## src/rtl/uart_rx.sv

```systemverilog
// uart_rx: asynchronous serial receiver with mid-bit sampling, LSB-first
// data capture, stop-bit validation and a ready/acknowledge byte handshake.
// The 2-flop input synchronizer adds two cycles of latency before any decision.
module uart_rx #(
  parameter int unsigned DW           = 8,
  parameter int unsigned CLOCK        = 100_000_000,
  parameter int unsigned BAUD_RATE    = 115200,
  parameter int unsigned BAUD_COUNTER = CLOCK / BAUD_RATE,
  parameter int unsigned BRW          = $clog2(BAUD_COUNTER + 1)
) (
  input  logic          clk_i,
  input  logic          rst_i,
  input  logic          cs,
  input  logic          rx_i,
  input  logic          rd_ack_i,
  output logic [DW-1:0] data_o,
  output logic          byte_ready_o,
  output logic          done_uart,
  output logic          frame_err_o,
  output logic          overrun_o
);

  localparam int unsigned IW = $clog2(DW + 1);

  // Start bit is validated in its middle; data and stop bits a full bit later.
  localparam logic [BRW-1:0] CNT_HALF = BRW'(BAUD_COUNTER / 2 - 1);
  localparam logic [BRW-1:0] CNT_LAST = BRW'(BAUD_COUNTER - 1);
  localparam logic [IW-1:0]  IDX_LAST = IW'(DW - 1);

  typedef enum logic [2:0] {
    IDLE,
    START,
    DATA,
    STOP,
    BREAK
  } state_t;

  state_t          state;
  state_t          state_nx;
  logic            sync1;
  logic            rx_s;
  logic [BRW-1:0]  cnt;
  logic [IW-1:0]   idx;
  logic [DW-1:0]   sr;
  logic            at_half;
  logic            at_last;
  logic            bit_tick;
  logic            publish;
  logic            frame_bad;

  // Two-flop synchronizer; idle-high reset keeps the line from looking like a start bit.
  always_ff @(posedge clk_i or negedge rst_i) begin
    if (!rst_i) begin
      sync1 <= 1'b1;
      rx_s  <= 1'b1;
    end else begin
      sync1 <= rx_i;
      rx_s  <= sync1;
    end
  end

  // State register.
  always_ff @(posedge clk_i or negedge rst_i) begin
    if (!rst_i) begin
      state <= IDLE;
    end else begin
      state <= state_nx;
    end
  end

  // Next-state decode plus the publish / framing-error strobes.
  always_comb begin
    state_nx  = state;
    publish   = 1'b0;
    frame_bad = 1'b0;
    at_half   = (cnt == CNT_HALF);
    at_last   = (cnt == CNT_LAST);
    bit_tick  = 1'b0;
    if (!cs) begin
      state_nx = IDLE;
    end else begin
      case (state)
        IDLE: begin
          if (!rx_s) begin
            state_nx = START;
          end
        end
        START: begin
          if (at_half) begin
            state_nx = rx_s ? IDLE : DATA;
          end
        end
        DATA: begin
          if (at_last) begin
            bit_tick = 1'b1;
            if (idx == IDX_LAST) begin
              state_nx = STOP;
            end
          end
        end
        STOP: begin
          if (at_last) begin
            if (rx_s) begin
              publish  = 1'b1;
              state_nx = IDLE;
            end else begin
              frame_bad = 1'b1;
              state_nx  = BREAK;
            end
          end
        end
        BREAK: begin
          if (rx_s) begin
            state_nx = IDLE;
          end
        end
        default: begin
          state_nx = IDLE;
        end
      endcase
    end
  end

  // Baud counter, bit index and shift register. The last data bit is shifted
  // on the same edge that moves to STOP, so the shift is decoupled from the
  // entry-clear of cnt/idx.
  always_ff @(posedge clk_i or negedge rst_i) begin
    if (!rst_i) begin
      cnt <= '0;
      idx <= '0;
      sr  <= '0;
    end else if (!cs) begin
      cnt <= '0;
      idx <= '0;
      sr  <= '0;
    end else begin
      if (bit_tick) begin
        sr <= {rx_s, sr[DW-1:1]};
      end
      if (state_nx != state) begin
        cnt <= '0;
        idx <= '0;
      end else if (bit_tick) begin
        cnt <= '0;
        idx <= idx + IW'(1);
      end else if (state == START || state == DATA || state == STOP) begin
        cnt <= cnt + BRW'(1);
      end
    end
  end

  // Bus-side status: publish beats a coincident ack, and a framing error
  // beats a coincident ack; overrun only counts an unacknowledged ready byte.
  always_ff @(posedge clk_i or negedge rst_i) begin
    if (!rst_i) begin
      data_o       <= '0;
      byte_ready_o <= 1'b0;
      done_uart    <= 1'b0;
      frame_err_o  <= 1'b0;
      overrun_o    <= 1'b0;
    end else begin
      done_uart <= publish;
      if (publish) begin
        data_o <= sr;
      end
      if (publish) begin
        byte_ready_o <= 1'b1;
      end else if (rd_ack_i) begin
        byte_ready_o <= 1'b0;
      end
      if (frame_bad) begin
        frame_err_o <= 1'b1;
      end else if (rd_ack_i) begin
        frame_err_o <= 1'b0;
      end
      if (rd_ack_i) begin
        overrun_o <= 1'b0;
      end else if (publish && byte_ready_o) begin
        overrun_o <= 1'b1;
      end
    end
  end

endmodule

```

## config.mk

```make
export PLATFORM = sky130hd
export DESIGN_NAME = uart_rx
export DESIGN_NICKNAME = d
export VERILOG_FILES = /design/src/rtl/uart_rx.sv
export SDC_FILE = /design/constraint.sdc
export NUM_CORES = 1
export LEC_CHECK = 0
export ABC_AREA = 1
export CORE_MARGIN = 2
export CORE_UTILIZATION = 53
export DETAILED_ROUTE_END_ITERATION = 6
export DONT_BUFFER_PORTS = 1
export PLACE_DENSITY = 0.68
export SYNTH_ARGS = -nofsm -noshare
export SYNTH_HDL_FRONTEND = slang
export SYNTH_SLANG_ARGS = --single-unit
```

## constraint.sdc

```tcl
create_clock -name clk_i -period 2.5 [get_ports clk_i]
set_clock_uncertainty 0.2 [all_clocks]
set_input_delay 0 -clock clk_i [delete_from_list [all_inputs] [get_ports clk_i]]
set_output_delay 0 -clock clk_i [all_outputs]
set_load 0.05 [all_outputs]
```

==> flow_summary.yaml <==
timing:
  fin_crit_sh_pct: 84.9
  slew_viol_final: 0
  fin_setup_tns_ns: 0
  worst_slack_ns: 0.378
  tightest_slew_ns: 0.516
  finalSetupViolCount: 0
  rsz0062_at_grt: "false"
  fmax_ghz: 0.471
  post-route-min-period_ns: 2.12
  hold_ws_ns: 0.142
  slew-limit-headroom_pct: 65.6
  hold_viol: 0
clock_network:
  cts_max_path_buffers: 2
  cts_tree: "yes"
  cts-buffers-inserted: 5
  cts.sinks: 39
  cts_root_buffer: "clkbuf_4"
  clk_pin_slew_ns: 0.12
  h-tree-depth: 2
  clock_latency_ns: 0.36
worst_setup_path:
  end_kind: "register"
  required_ns: 2.54
  crit_top_cell: "nor2_1"
  crit_family: "simple AND/OR/NAND/NOR gates"
  max_stage_delay_ns: 0.44
  crit_chain: "ha_1 -> inv_1 -> nor2_1 -> nand2_1 -> nor2_1 -> and2_1 -> nand3_1 -> mux2i_1 -> nor2_4 -> nand3_4 -> nor2_1"
  crit_fanout: 10
  crit_slowest_cell: "dfrtp_1"
  crit_buf_inv: 1
  cp-start-kind: "register"
  critPathKind: "register to register"
  cp.arrival_ns: 2.16
synthesis:
  syn_inst: 218
  yosysUniqueCellTypes: 30
  synth_area_leaders: "dfrtp_1 49%, inv_1 6.7%, nand2_1 5.9%"
  yosys.area.top_type: "dfrtp_1"
  synth-async-reset-ratio_pct: 100
  syn-cell-area_mm2: 0.00191
  synthTopCellsByCount: "37 x dfrtp_1, 34 x inv_1, 30 x nand2_1"
  post-synth-top-count-cell: "dfrtp_1"
  seq_area_frac_synth_pct: 51.3
  synth_ff_type: "dfrtp_1"
  synth_warnings: 0
  syn-num-nets: 226
  syn_avg_cell_area_um2: 8.75
  ys_seq_elements: 39
  synth-edff-count: 0
  synth_top_area_share_pct: 48.6
global_routing:
  grt_use_total_pct: 21.4
  met2_usage_pct: 31.5
  grt_util_met1_pct: 28.7
  top_usage_layer: "met2"
  grt_pass1_wl_um: 6620
  use_met3_pct: 7.75
  antenna_found_initial: 0
  grt.overflow.total: 0
  grt_pass1_vias: 1462
  grt_max_degree: 38
floorplanning:
  die_width_um: 64.0
  core_area_mm2: 0.00339
  die_area_mm2: 0.00409
  num_io_pins: 17
  row_count: 21
  die_y_um: 64.0
  start_util_pct: 56.3
cells_and_area:
  num-nets-final: 238
  areaGrowthSynthToFinish_pct: 11.5
  stdcell_count: 277
  layout-drive-gt1-share_pct: 13.9
  diodes: 0
  final_util_pct: 62.7
drt:
  firstDrtPassIters: 4
  drt_iter0_markers: 132
  drc: 0
  via_per_inst: 5.25
  detail_route.wirelength_um: 3750
  num_vias: 1453
  routedWlPerCell_um: 13.5
  drt.antenna.violating_nets: 0
placed_design:
  placed_cells: 261
  pre_cts_slack_ns: 0.381
  port_buffers: 0
  gp_congestion: 0.830
  dpl.hpwl_um: 2530
pwr:
  peakVddDrop_mv: 0.329
  power_per_cell_area_mw_per_mm2: 536
  p_leak_nw: 0.979
outcome:
  outcome: "completed"
worst_hold_path:
  hp-class: "input port to register"
run:
  drv_cap: 0
-- worst paths after layout --
path	slack [ns]	to	startpoint	depth (start not counted)
worst max-delay path	0.38	cnt[0]$_DFFE_PN0P_	cnt[0]$_DFFE_PN0P_	11
worst min-delay path	0.14	overrun_o$_DFFE_PN0P_	rd_ack_i	2
worst max register to register	0.38	cnt[0]$_DFFE_PN0P_	cnt[0]$_DFFE_PN0P_	11
worst min register to register	0.16	rx_s$_DFF_PN1_	sync1$_DFF_PN1_	0
max in group asynchronous	1.38	cnt[0]$_DFFE_PN0P_	rst_i	4
min in group asynchronous	0.52	data_o[0]$_DFFE_PN0P_	rst_i	4
-- worst register-to-register path: cells and delay by family (launching register included) --
| kind | cells | cell delay, ns |
|---|---|---|
| AND/OR/NAND/NOR | 8 | 0.85 |
| flip-flops | 1 | 0.44 |
| multiplexers | 1 | 0.24 |
| adder cells (fa/ha/maj) | 1 | 0.22 |
| buffers and inverters | 1 | 0.07 |
-- repair_timing --
item,in CTS,in global routing
setup buffers,0,0
resized for setup,0,0
endpoints found under the hold margin,74,0
hold buffers,8,0
-- report_power, final --
part	internal [mW]	switching, mW
registers	0.637	0.00606
logic	0.0256	0.0478
clock network	0.210	0.212
total	0.873	0.266
-- state kept, by name, summed over array words and instances (netlist names) --
name,flops
idx,4
sync1,1
done_uart,1
sr,8
rx_s,1
byte_ready_o,1
data_o,8
cnt,10
state,3
overrun_o,1
frame_err_o,1
-- kinds of logic after synthesis --
group	after synthesis	share of synthesized area, %
buf+inv	41	8.53
mux	1	0.525
xor+xnor	9	4.13
simple gates	98	25.7
fa+ha+maj	3	1.97
compound gates	27	7.81
flops	39	51.3
-- area by class of cell --
| class | instances | area [um^2] |
|---|---|---|
| fillers | 281 | 1260 |
| flip-flops and latches | 39 | 978 |
| multi-input cells | 138 | 766 |
| inverters | 38 | 143 |
| repair buffers | 8 | 100 |
| well taps | 46 | 57.6 |
| clock inverters | 3 | 43.8 |
| clock buffers | 5 | 37.5 |
-- layout by cell type (no fill, tap or decap), types with 3 or more instances in the layout --
cell | netlist | final
inv_2 | 4 | 4
inv_1 | 34 | 34
xor2_1 | 7 | 7
dfrtp_1 | 37 | 37
o22ai_1 | 8 | 8
ha_1 | 3 | 3
nand4_1 | 11 | 11
dlygate4sd3_1 | 0 | 6
nand3_1 | 9 | 9
nand2_2 | 5 | 5
clkbuf_4 | 0 | 5
nand2_1 | 30 | 30
nor2_1 | 27 | 27
nor2_2 | 3 | 3
o21ai_0 | 15 | 15
nor3_1 | 4 | 4
-- metal layers --
metal	part of all wire [%]	vias up
li1	-	724
met1	46	687
met2	46	37
met3	5.9	5
met4	1.4	0
met5	0	-
-- metrics by stage --
step,area (um^2),power (mW)
5_1_grt,2130,1.19
3_5_place_dp,1940,0.699
2_1_floorplan,1910,0.691
4_1_cts,2130,1.15
3_3_place_gp,1940,0.697
6_report,2130,1.14
Power figures use the tool's default switching activity.
